$ cat src/rtl/mux_rr_arbiter_pkg.sv
// Shared encodings for the two-requester round-robin mux arbiter.
// Holds the FSM state type, the side constants and small helpers.
package mux_rr_arbiter_pkg;

    typedef enum logic [1:0] {
        IDLE  = 2'd0,
        GNT_A = 2'd1,
        GNT_B = 2'd2
    } arb_state_e;

    localparam logic SIDE_A = 1'b0;
    localparam logic SIDE_B = 1'b1;

    // Grant state that corresponds to a given side.
    function automatic arb_state_e side_state(input logic side);
        if (side == SIDE_B) begin
            return GNT_B;
        end else begin
            return GNT_A;
        end
    endfunction

    // Opposite side, used for tie-breaks and rotation.
    function automatic logic other_side(input logic side);
        return ~side;
    endfunction

endpackage

$ cat src/rtl/mux_rr_arbiter_hold.sv
// Tenure counter for the current grant owner.
// Saturates at MAX_HOLD-1; at_max is registered alongside the count.
module arb_hold_counter #(
    parameter int MAX_HOLD = 4
) (
    input  logic clk,
    input  logic rst_n,
    input  logic clr,
    input  logic inc,
    output logic at_max
);

    localparam int CW = (MAX_HOLD > 1) ? $clog2(MAX_HOLD) : 1;
    localparam logic [CW-1:0] LIMIT = CW'(MAX_HOLD - 1);
    localparam logic AT_MAX_RST = (MAX_HOLD == 1) ? 1'b1 : 1'b0;

    logic [CW-1:0] cnt_r;
    logic [CW-1:0] cnt_next_s;
    logic          at_max_r;

    // Next count: clear wins, increment never passes LIMIT.
    always_comb begin
        cnt_next_s = cnt_r;
        if (clr) begin
            cnt_next_s = '0;
        end else if (inc && (cnt_r != LIMIT)) begin
            cnt_next_s = cnt_r + CW'(1);
        end else begin
            cnt_next_s = cnt_r;
        end
    end

    // Count register and its registered limit flag.
    always_ff @(posedge clk or negedge rst_n) begin
        if (!rst_n) begin
            cnt_r    <= '0;
            at_max_r <= AT_MAX_RST;
        end else begin
            cnt_r    <= cnt_next_s;
            at_max_r <= (cnt_next_s == LIMIT);
        end
    end

    assign at_max = at_max_r;

endmodule

$ cat src/rtl/mux_rr_arbiter.sv
// Round-robin arbiter sharing a 2:1 data mux between requesters A and B,
// with bounded tenure under contention and a registered output channel.
module mux_rr_arbiter
    import mux_rr_arbiter_pkg::*;
#(
    parameter int WIDTH    = 8,
    parameter int MAX_HOLD = 4
) (
    input  logic             clk,
    input  logic             rst_n,
    input  logic             req_a,
    input  logic [WIDTH-1:0] data_a,
    input  logic             req_b,
    input  logic [WIDTH-1:0] data_b,
    output logic             gnt_a,
    output logic             gnt_b,
    output logic             sel,
    output logic [WIDTH-1:0] out_data,
    output logic             out_valid
);

    arb_state_e       state_r;
    arb_state_e       state_next_s;
    logic             last_r;
    logic             last_next_s;
    logic             gnt_a_r;
    logic             gnt_b_r;
    logic [WIDTH-1:0] out_data_r;
    logic             out_valid_r;

    logic             hold_clr_s;
    logic             hold_inc_s;
    logic             hold_at_max_s;
    logic             cur_side_s;
    logic             own_req_s;
    logic             oth_req_s;
    logic             beat_s;

    arb_hold_counter #(
        .MAX_HOLD (MAX_HOLD)
    ) u_hold (
        .clk    (clk),
        .rst_n  (rst_n),
        .clr    (hold_clr_s),
        .inc    (hold_inc_s),
        .at_max (hold_at_max_s)
    );

    // Owner's view of the requests and the beat qualifier.
    always_comb begin
        cur_side_s = (state_r == GNT_B) ? SIDE_B : SIDE_A;
        own_req_s  = (cur_side_s == SIDE_B) ? req_b : req_a;
        oth_req_s  = (cur_side_s == SIDE_B) ? req_a : req_b;
        beat_s     = (gnt_a_r & req_a) | (gnt_b_r & req_b);
    end

    // Next-state, last-served side and tenure counter control.
    always_comb begin
        state_next_s = state_r;
        last_next_s  = last_r;
        hold_clr_s   = 1'b0;
        hold_inc_s   = 1'b0;
        case (state_r)
            IDLE: begin
                hold_clr_s = 1'b1;
                if (req_a && req_b) begin
                    state_next_s = side_state(other_side(last_r));
                end else if (req_a) begin
                    state_next_s = GNT_A;
                end else if (req_b) begin
                    state_next_s = GNT_B;
                end else begin
                    state_next_s = IDLE;
                end
            end
            GNT_A, GNT_B: begin
                if (!own_req_s) begin
                    hold_clr_s  = 1'b1;
                    last_next_s = cur_side_s;
                    if (oth_req_s) begin
                        state_next_s = side_state(other_side(cur_side_s));
                    end else begin
                        state_next_s = IDLE;
                    end
                end else if (oth_req_s) begin
                    if (hold_at_max_s) begin
                        // Forced rotation: the owner has used its full tenure.
                        hold_clr_s   = 1'b1;
                        last_next_s  = cur_side_s;
                        state_next_s = side_state(other_side(cur_side_s));
                    end else begin
                        hold_inc_s = 1'b1;
                    end
                end else begin
                    hold_clr_s = 1'b1;
                end
            end
            default: begin
                hold_clr_s   = 1'b1;
                state_next_s = IDLE;
            end
        endcase
    end

    // FSM state and last-served side.
    always_ff @(posedge clk or negedge rst_n) begin
        if (!rst_n) begin
            state_r <= IDLE;
            last_r  <= SIDE_B;
        end else begin
            state_r <= state_next_s;
            last_r  <= last_next_s;
        end
    end

    // Registered grants and output channel; data only moves on beats.
    always_ff @(posedge clk or negedge rst_n) begin
        if (!rst_n) begin
            gnt_a_r     <= 1'b0;
            gnt_b_r     <= 1'b0;
            out_data_r  <= '0;
            out_valid_r <= 1'b0;
        end else begin
            gnt_a_r     <= (state_next_s == GNT_A);
            gnt_b_r     <= (state_next_s == GNT_B);
            out_valid_r <= beat_s;
            if (beat_s) begin
                out_data_r <= gnt_b_r ? data_b : data_a;
            end
        end
    end

    assign gnt_a     = gnt_a_r;
    assign gnt_b     = gnt_b_r;
    assign sel       = gnt_b_r;
    assign out_data  = out_data_r;
    assign out_valid = out_valid_r;

endmodule

$ cat config.mk
export PLATFORM = sky130hd
export DESIGN_NAME = mux_rr_arbiter
export DESIGN_NICKNAME = d
export VERILOG_FILES = /design/src/rtl/mux_rr_arbiter_pkg.sv /design/src/rtl/mux_rr_arbiter_hold.sv /design/src/rtl/mux_rr_arbiter.sv
export SDC_FILE = /design/constraint.sdc
export NUM_CORES = 1
export LEC_CHECK = 0
export BUFFER_PORTS_ARGS = -buffer_cell sky130_fd_sc_hd__buf_2
export CAP_MARGIN = 20
export CORE_UTILIZATION = 45
export DETAILED_ROUTE_END_ITERATION = 7
export PLACE_DENSITY = 0.69
export SLEW_MARGIN = 40
export SYNTH_ARGS = -nofsm -noshare
export SYNTH_HDL_FRONTEND = slang
export SYNTH_HIERARCHICAL = 1
export SYNTH_SLANG_ARGS = --single-unit
$ cat constraint.sdc
create_clock -name clk -period 3.03 [get_ports clk]
set_input_delay 0.1515 -clock clk [delete_from_list [all_inputs] [get_ports clk]]
set_output_delay 0.1515 -clock clk [all_outputs]
set_load 0.05 [all_outputs]
# After elaboration in Yosys (flattened, before gate mapping)
# Cells that the tools add are included.
[classes]
n_bitwise = 3
reduce_logical = 5
addsub = 1
muxes = 27
eq_ne = 8
[op_table]
columns = ["op", "count"]
rows = [
  ["2-bit two-way mux", 11],
  ["1-bit two-way mux", 14],
  ["8-bit two-way mux", 1],
  ["2-bit == test (second input constant)", 3],
  ["2-bit by 1-bit == test with 1-bit output (second input constant)", 2],
  ["2-bit by 1-bit != test with 1-bit output (second input constant)", 2],
  ["2-bit case mux with 2 select lines", 1],
  ["3-bit AND reduction", 1],
  ["2-bit by 1-bit adder with 2-bit output (second input constant)", 1],
  ["1-bit AND", 2],
  ["1-bit logical AND", 2],
  ["2-bit logical NOT", 1],
  ["2-bit != test (second input constant)", 1],
  ["2-bit OR reduction", 1],
  ["1-bit OR", 1],
]
[totals]
out_inout_bits = 12
reg_bits = 17
inputBits = 20

# Depth between registers and ports, before layout
# Gate-level depths: netlist of the first run.
[logic_depth]
depth_word = 10
mapped_depth = 6

# Modules after synthesis
# Netlist of the first run, hierarchy kept.
[by_module_without_submodules]
columns = ["mod", "area_per_inst_um2", "cells_each", "n_inst"]
rows = [
  ["mux_rr_arbiter", 815.8, 82, 1],
  ["arb_hold_counter", 147.6, 12, 1],
]

# Worst setup path before layout of the first run
# No wires, ideal clock.
[synth_timing]
path_kind = "reg2reg"
start = "register gnt_b_r, in the netlist gnt_b"
end = "register out_data_r[1], in the netlist out_data[1]"
synth_period_minus_slack_ns = 1.562
t_arrival_ns = 1.427
setup_slack_ns = 1.468
path_stages_with_launch = 6
path_cell_list = "dfrtp_1 > buf_2 > a22oi_2 > buf_2 > nand2_1 > o21ai_0"
[synth_via]
elab_chain_len = 2
elab_cells_between_ends = 3
classes_between = "mux: 1; bitwise: 2"
[synth_lines]
columns = ["element", "line_no", "rtl"]
rows = [
  ["from (decl)", "mux_rr_arbiter.sv:27", "logic gnt_b_r;"],
  ["from (signal assigned)", "mux_rr_arbiter.sv:125", "gnt_b_r <= (state_next_s == GNT_B);"],
  ["1-bit AND", "mux_rr_arbiter.sv:54", "beat_s = (gnt_a_r & req_a) | (gnt_b_r & req_b);"],
  ["1-bit OR", "mux_rr_arbiter.sv:54", ""],
  ["to (signal assigned)", "mux_rr_arbiter.sv:128", "out_data_r <= gnt_b_r ? data_b : data_a;"],
  ["to (decl)", "mux_rr_arbiter.sv:28", "logic [WIDTH-1:0] out_data_r;"],
]
# Parallel ways exist; a longest one is shown, timed or not.
# A chain may end at the register's enable or synchronous reset.

# Worst setup path in the final report of the first run
[layout_timing]
start = "register state_r[0]"
end = "register gnt_b_r, in the netlist gnt_b"
[layout_via]
elab_chain_len = 8
elab_cells_between_ends = 14
classes_between = "eq/ne: 3; mux: 9; reduce/logical: 2"
[layout_lines]
columns = ["element", "line_no", "rtl"]
rows = [
  ["from (decl)", "mux_rr_arbiter.sv:22", "arb_state_e state_r;"],
  ["from (signal assigned)", "mux_rr_arbiter.sv:111", "state_r <= state_next_s;"],
  ["2-bit == test", "mux_rr_arbiter.sv:51, mux_rr_arbiter.sv:63", ""],
  ["1-bit two-way mux", "mux_rr_arbiter.sv:51", "cur_side_s = (state_r == GNT_B) ? SIDE_B : SIDE_A;"],
  ["2-bit two-way mux", "mux_rr_arbiter_pkg.sv:16", "if (side == SIDE_B) begin"],
  ["2-bit two-way mux", "mux_rr_arbiter.sv:86", "if (hold_at_max_s) begin"],
  ["2-bit two-way mux", "mux_rr_arbiter.sv:85", "end else if (oth_req_s) begin"],
  ["2-bit two-way mux", "mux_rr_arbiter.sv:77", "if (!own_req_s) begin"],
  ["2-bit case mux with 2 select lines (*)", "mux_rr_arbiter.sv:63", "case (state_r)"],
  ["2-bit == test (*)", "mux_rr_arbiter.sv:125", ""],
]
# Every way passes the cells marked *; elsewhere a longest branch is shown, timed or not.

==> results of run 1 <==
[metrics by stage]
stage          total power [µW]  cells
5_1_grt                    1270    152
3_3_place_gp               1060    147
6_report                   1180    152
4_1_cts                    1200    152
3_5_place_dp               1080    147
2_1_floorplan               935     94
[cells by family (layout without fill, tap and decap cells)]
kind of cell	after synthesis	in the layout	share of synthesized area (%)
AO/OA/AOI/OAI	23	23	17.4
XOR/XNOR	1	1	0.909
adder cells (fa/ha/maj)	4	4	5.20
buffers and inverters	9	40	5.32
flip-flops	17	17	44.3
multiplexers	10	10	10.4
AND/OR/NAND/NOR	30	30	16.5
[what timing repair did]
| item | CTS | global route |
|---|---|---|
| endpoints found under the hold margin | 16 | 0 |
| hold buffers | 1 | 0 |
| resized for setup | 0 | 0 |
[worst register-to-register path, stage by stage, from the launching register on]
cell and delay (ns):
dfrtp_1 0.42, inv_1 0.09, ha_1 0.40, nand2b_1 0.13, o22ai_1 0.17, a41oi_2 0.08, a2111oi_2 0.35
[power groups by stage]
stage	registers (µW)	logic (µW)	clock network, µW
2_1_floorplan	607	328	0
3_3_place_gp	388	669	0
3_5_place_dp	394	682	0
4_1_cts	389	683	124
5_1_grt	404	737	133
6_report	387	677	117
[state kept, by name, summed over array words and instances, names as in the netlist]
name	count
gnt_a	1
gnt_b	1
last_r	1
out_data	8
out_valid	1
state_r	2
u_hold/at_max	1
u_hold/cnt_r	2
[path summary, 6_finish.rpt]
| check | startpoint | end | slack (ns) | cells after the start |
|---|---|---|---|---|
| worst max register to register | state_r[0] | gnt_b | 1.28 | 6 |
| worst min-delay path | data_a[0] | out_data[0] | 0.14 | 3 |
| min in group asynchronous | rst_n | out_data[5] | 0.31 | 2 |
| max in group asynchronous | rst_n | last_r | 2.42 | 2 |
| worst min register to register | out_data[4] | out_data[4] | 0.49 | 2 |
| worst max-delay path | state_r[0] | gnt_b | 1.28 | 6 |
[cells in the mapped netlist]
| library cell | count | area [µm²] |
|---|---|---|
| a211oi_1 | 1 | 7.51 |
| nand3b_1 | 3 | 22.5 |
| a41oi_2 | 1 | 16.3 |
| inv_1 | 4 | 15.0 |
| nand2b_1 | 2 | 12.5 |
| o21ai_1 | 1 | 5.00 |
| dfrtp_1 | 16 | 400 |
| mux2i_1 | 10 | 100 |
| o21a_1 | 1 | 7.51 |
| nand2_1 | 14 | 52.6 |
| xnor2_1 | 1 | 8.76 |
| and2_0 | 1 | 6.26 |
| o21ai_0 | 8 | 40.0 |
| o22ai_1 | 1 | 6.26 |
| a21oi_1 | 3 | 15.0 |
| a2111oi_2 | 1 | 15.0 |
| and4b_1 | 1 | 10.0 |
| dfstp_2 | 1 | 26.3 |
| nor2_1 | 4 | 15.0 |
| o31ai_1 | 1 | 7.51 |
| buf_4 | 2 | 15.0 |
| o2bb2ai_1 | 1 | 8.76 |
| a22oi_2 | 1 | 12.5 |
| nor2b_1 | 2 | 12.5 |
| buf_6 | 1 | 11.3 |
| nor2b_4 | 1 | 13.8 |
| buf_2 | 2 | 10.0 |
| nand3_1 | 1 | 5.00 |
| ha_1 | 4 | 50.1 |
| o21ai_2 | 1 | 8.76 |
| and2_4 | 1 | 8.76 |
| o211a_1 | 1 | 10.0 |
| a21boi_0 | 1 | 7.51 |
[per-layer routing]
| metal | up-vias | track usage [%] | part of all wire (%) |
|---|---|---|---|
| met4 | 0 | 6.67 | 0.45 |
| met1 | 352 | 23.0 | 47 |
| li1 | 388 | - | - |
| met5 | - | 0 | 0 |
| met2 | 22 | 25.1 | 49 |
| met3 | 2 | 3.33 | 3.9 |
[layout make-up]
cell class,instances,area (µm²),share of cell area [%]
inverters,4,15.0,1.30
well taps,27,33.8,2.93
clock buffers,4,26.3,2.28
multi-input cells,68,485,42.1
flip-flops and latches,17,427,37.0
repair buffers,32,165,14.3
==> qor.yml, run 1 <==
status: "finished, final reports clean"
slew_headroom_pct: 59.0
cts.sinks: 17
power.internal_uw: 572
synth-seq-cells: 17
swShare_pct: 51.6
insertion_delay_ns: 0.28
design_area_um2: 1150
nNetsFinal: 150
clock_path_buffers: 2
hold_viol_final: 0
vias_per_cell: 5.03
die_area_um2: 2330
gp_congestion: 0.847
cts_tree: "done"
yosysWarnings: 6
area_growth_pct: 19.6
grt_pass1_wl_mm: 2.66
max_freq_ghz: 0.571
finClkSkew_ns: 0.000550
cp_num_buf_inv: 1
cts_buffers: 3
tightestPinTransition_ns: 0.615
ir_drop_mv: 0.547
drt_first_pass_iters: 5
p_clk_share_pct: 9.9
hold_path.class: "primary input to flop"
slew_violations: 0
grt_setup_unrepaired: "no"
drt_iter0_drc: 5
fin_setup_tns_ns: 0
synth_area_um2: 963
vias: 764
crit_arrival_ns: 1.93
fillCellCount: 188
cpPeakStageDelay_ns: 0.42
startpoint_type: "flop"
cap_violations: 0
cts_root_buf: "clkbuf_4"
path_delay_family: "compound AO/OA/AOI/OAI gates"
portBuffers: 31
final_cell_mix: "31 x buf_2, 16 x dfrtp_1, 14 x nand2_1"
pin_count: 32
initial_core_util_pct: 48.6
grt_start_max_net_pins: 18
p_comb_share_pct: 57.3
n_antenna_cell: 0
worst_slack_ns: 1.28
layout_commonest_cell: "buf_2"
die_h_um: 48.3
fin_crit_sh_pct: 57.8
antenna_found_initial: 0
postCtsSetupBuffers: 0
synth-seq-area-share_pct: 44.3
fin_util_pct: 58.1
dpl_cell_area_um2: 1120
htree_levels: 1
final.min_clock_period_ns: 1.75
setup_viol: 0
antenna_left: 0
drc: 0
yosysUniqueCellTypes: 33
path_cells: "inv_1, ha_1, nand2b_1, o22ai_1, a41oi_2, a2111oi_2"
end_kind: "flop"
wl_per_cell_um: 11.7
grt.overflow.total: 0
synth_cells: 94
std_cell_rows: 16
crit_required_ns: 3.21
dpl.hpwl_mm: 1.40
pwr-share-seq_pct: 32.8
syn_avg_cell_area_um2: 10.2
hold-worst-slack_ns: 0.141
synth_nets: 118
clk_pin_slew_ns: 0.09
drive_above_1_share_pct: 32.8
place_ws_ns: 1.28
powerDensity_nw_per_um2: 1030
crit_path_top_delay_cell: "dfrtp_1"
crit_type: "flop to flop"
track_usage_pct: 16.5
power.switching_uw: 609
first_global_vias: 635
p_leak_uw: 0.000571
routed_wl_mm: 1.78
chipWidth_um: 48.3
critPathMaxFanout: 7
core_area_um2: 1980
Power figures use the tool's default switching activity.
==> run 2: changes to the inputs <==
--- a/config.mk
+++ b/config.mk
@@ -5,11 +5,12 @@
 export SDC_FILE = /design/constraint.sdc
 export NUM_CORES = 1
 export LEC_CHECK = 0
+export ABC_AREA = 1
 export BUFFER_PORTS_ARGS = -buffer_cell sky130_fd_sc_hd__buf_2
 export CAP_MARGIN = 20
-export CORE_UTILIZATION = 45
+export CORE_UTILIZATION = 44
 export DETAILED_ROUTE_END_ITERATION = 7
-export PLACE_DENSITY = 0.69
+export PLACE_DENSITY = 0.71
 export SLEW_MARGIN = 40
 export SYNTH_ARGS = -nofsm -noshare
 export SYNTH_HDL_FRONTEND = slang
==> constraint.sdc (replaced) <==
create_clock -name clk -period 1.6 [get_ports clk]
set_input_delay 0.08 -clock clk [delete_from_list [all_inputs] [get_ports clk]]
set_output_delay 0.08 -clock clk [all_outputs]
set_load 0.05 [all_outputs]
==> run 2 against run 1 <==
  * Routed wire length rose by 9.8%
  * Core utilization shrank 0.16 points
  * Maximum frequency rose by 15%
  * Setup slack worse by 1.2 ns
  * Total power is 86% higher
  * Combinational power is 92% higher
  * Clock skew grew 0.013 ns
  * Cell count increased by 23%
  * Non-clock buffer count grew 1
  * Synthesized area increased by 1.3%
  * Critical endpoint is now u_hold/at_max
  * Die area is 3.4% higher
  * Critical path type unchanged
  * Global-route usage rose by 1.4 points
==> qor.yml, run 2 <==
finClkSkew_ns: 0.0138  # was 0.000550 ns
antenna_found_initial: 0  # unchanged
crit_type: "flop to flop"  # unchanged
powerDensity_nw_per_um2: 1880  # was 1030 nW/µm²
synth_cells: 129  # was 94
drt_first_pass_iters: 4  # was 5
ir_drop_mv: 1.20  # was 0.547 mV
hold_path.class: "primary input to flop"  # unchanged
max_freq_ghz: 0.660  # was 0.571 GHz
yosysMostFrequentCell: "nand2_1"  # was dfrtp_1
synth-seq-area-share_pct: 43.7  # was 44.3%
syn_avg_cell_area_um2: 7.57  # was 10.2 µm²
final.min_clock_period_ns: 1.52  # was 1.75 ns
dpl_cell_area_um2: 1120  # about the same
grt.overflow.total: 0  # unchanged
end_kind: "flop"  # unchanged
critPathMaxFanout: 5  # was 7
crit_required_ns: 1.82  # was 3.21 ns
hold_viol_final: 0  # unchanged
regArea_um2: 427  # unchanged
chipWidth_um: 49.1  # was 48.3 µm
crit_arrival_ns: 1.74  # was 1.93 ns
gp_congestion: 0.890  # was 0.847
postCtsSetupBuffers: 0  # unchanged
status: "finished, final reports clean"  # unchanged
nNetsFinal: 185  # was 150
htree_levels: 1  # unchanged
antenna_left: 0  # unchanged
startpoint_type: "flop"  # unchanged
slew_violations: 0  # unchanged
routed_wl_mm: 1.96  # was 1.78 mm
fin_crit_sh_pct: 94.7  # was 57.8%
first_global_vias: 836  # was 635
drc: 0  # unchanged
multiInputGateArea_um2: 418  # was 485 µm²
cts_tree: "done"  # unchanged
drt_iter0_drc: 19  # was 5
initial_core_util_pct: 48.3  # was 48.6%
cts_buffers: 3  # unchanged
die_area_um2: 2410  # was 2330 µm²
synthArstFlopShare_pct: 100  # unchanged
yosysWarnings: 6  # unchanged
area_growth_pct: 20.1  # was 19.6%
drive_above_1_share_pct: 33.1  # was 32.8%
cap_violations: 0  # unchanged
synth_nets: 153  # was 118
track_usage_pct: 17.9  # was 16.5%
wl_per_cell_um: 10.5  # was 11.7 µm
hold-worst-slack_ns: 0.0672  # was 0.141 ns
grt_start_max_net_pins: 18  # unchanged
reg2reg_from: "state_r[1]"  # was state_r[0]
grt_pass1_wl_mm: 3.35  # was 2.66 mm
pin_count: 32  # unchanged
synth_common_cells: "25 x nand2_1, 21 x inv_1, 16 x dfrtp_1"  # was 16 x dfrtp_1, 14 x nand2_1, 10 x mux2i_1
synth_edf_count: 0  # unchanged
n_antenna_cell: 0  # unchanged
vias_per_cell: 4.65  # was 5.03
std_cell_rows: 16  # unchanged
grt_setup_unrepaired: "yes"  # was no
clk_pin_slew_ns: 0.11  # was 0.09 ns
ff2ff_path_depth: 8  # was 6
core_area_um2: 2020  # was 1980 µm²
layout_commonest_cell: "buf_2"  # unchanged
largest_register_ffs: 8  # unchanged
clock_path_buffers: 2  # unchanged
dpl.hpwl_mm: 1.54  # was 1.40 mm
worst_slack_ns: 0.0842  # was 1.28 ns
vias: 869  # was 764
final_cell_mix: "31 x buf_2, 25 x nand2_1, 21 x inv_1"  # was 31 x buf_2, 16 x dfrtp_1, 14 x nand2_1
hold_start: "data_a[2]"  # was data_a[0]
synth_area_um2: 976  # was 963 µm²
p_leak_uw: 0.000631  # was 0.000571 µW
synthDominantCellAreaShare_pct: 41.0  # was 41.6%
portBuffers: 31  # unchanged
cts.sinks: 17  # unchanged
synth_flop_cell: "dfrtp_1"  # unchanged
die_h_um: 49.1  # was 48.3 µm
tightestPinTransition_ns: 0.371  # was 0.615 ns
hold_depth: 3  # unchanged
cts_root_buf: "clkbuf_4"  # unchanged
design_area_um2: 1170  # was 1150 µm²
yosysUniqueCellTypes: 19  # was 33
synth-seq-cells: 17  # unchanged
setup_viol: 0  # unchanged
crit_start: "state_r[1]"  # was state_r[0]
slew_headroom_pct: 75.3  # was 59.0%
yosysTopAreaCell: "dfrtp_1"  # unchanged
fillCellCount: 200  # was 188
insertion_delay_ns: 0.29  # was 0.28 ns
synth.area.top_cells: "dfrtp_1 41%, nand2_1 9.6%, inv_1 8.1%"  # was dfrtp_1 42%, mux2i_1 10%, nand2_1 5.5%
place_ws_ns: 0.0390  # was 1.28 ns
[run 2: cell count changes after synthesis, moves of 3 or more]
cell      before  now
mux2i_1       10    0
inv_1          4   21
nor2_1         4   15
nand2_1       14   25
nand3b_1       3    0
a21oi_1        3   10
nand2_2        0    6
inv_2          0    4
nand3_1        1    4
nor2_2         0    3
[run 2: layout make-up]
cell class | count | area share [%]
Inverter | 25 | 8.00
Clock inverter | 1 | 0.427
Clock buffer | 3 | 1.92
Timing Repair Buffer | 33 | 14.7
Tap cell | 27 | 2.88
Multi-Input combinational cell | 81 | 35.6
Sequential cell | 17 | 36.4
[run 2: layer usage]
| metal | part of all wire, % | GRT usage [%] | up-vias |
|---|---|---|---|
| met2 | 53 | 33.8 | 27 |
| li1 | - | - | 453 |
| met1 | 43 | 20.7 | 387 |
| met5 | 0 | 0 | - |
| met3 | 3.7 | 3.74 | 2 |
| met4 | 0.31 | 2.94 | 0 |
[run 2: timing repair]
action | CTS | global route
hold buffers | 1 | 0
endpoints found under the hold margin | 17 | 0
setup endpoints to repair | 0 | 6
gates resized for setup | 0 | 3
[run 2: worst max-delay path, cell delays in order, from the launching register on]
cell	delay [ns]
dfrtp_1	0.38
inv_1	0.07
ha_1	0.35
nand3_1	0.17
nor2_4	0.16
nand2_1	0.09
nand2_1	0.08
nand3_2	0.08
nor2_2	0.08
[run 2: where the power goes]
part	switching (µW)	internal, µW
Combinational	952	344
Sequential	83.2	593
Clock	135	93.0
[run 2: final timing paths]
| path | endpoint | slack (ns) |
|---|---|---|
| max | u_hold/at_max | 0.08 |
| min | out_data[2] | 0.07 |
| max reg2reg | u_hold/at_max | 0.08 |
| min reg2reg | out_data[2] | 0.53 |
| max in group asynchronous | last_r | 1.08 |
| min in group asynchronous | out_data[0] | 0.21 |
[run 2: stage by stage]
stage                     util, %  total power, µW  TNS [ns]  cells
final                        58.0             2200         0    187
after CTS                    57.5             2210         0    187
after detailed placement     55.6             1970         0    182
after global placement       55.6             1930         0    182
after floorplan                 -             1710         0    129
after global routing         58.0             2380   -0.0344    187
[run 2: cell families after synthesis]
group | after synthesis | synth area share, %
adders and majority gates | 4 | 5.13
AOI/OAI and AO/OA | 22 | 11.8
and+or+nand+nor | 55 | 24.9
DFF | 17 | 43.7
buffers and inverters | 31 | 14.5
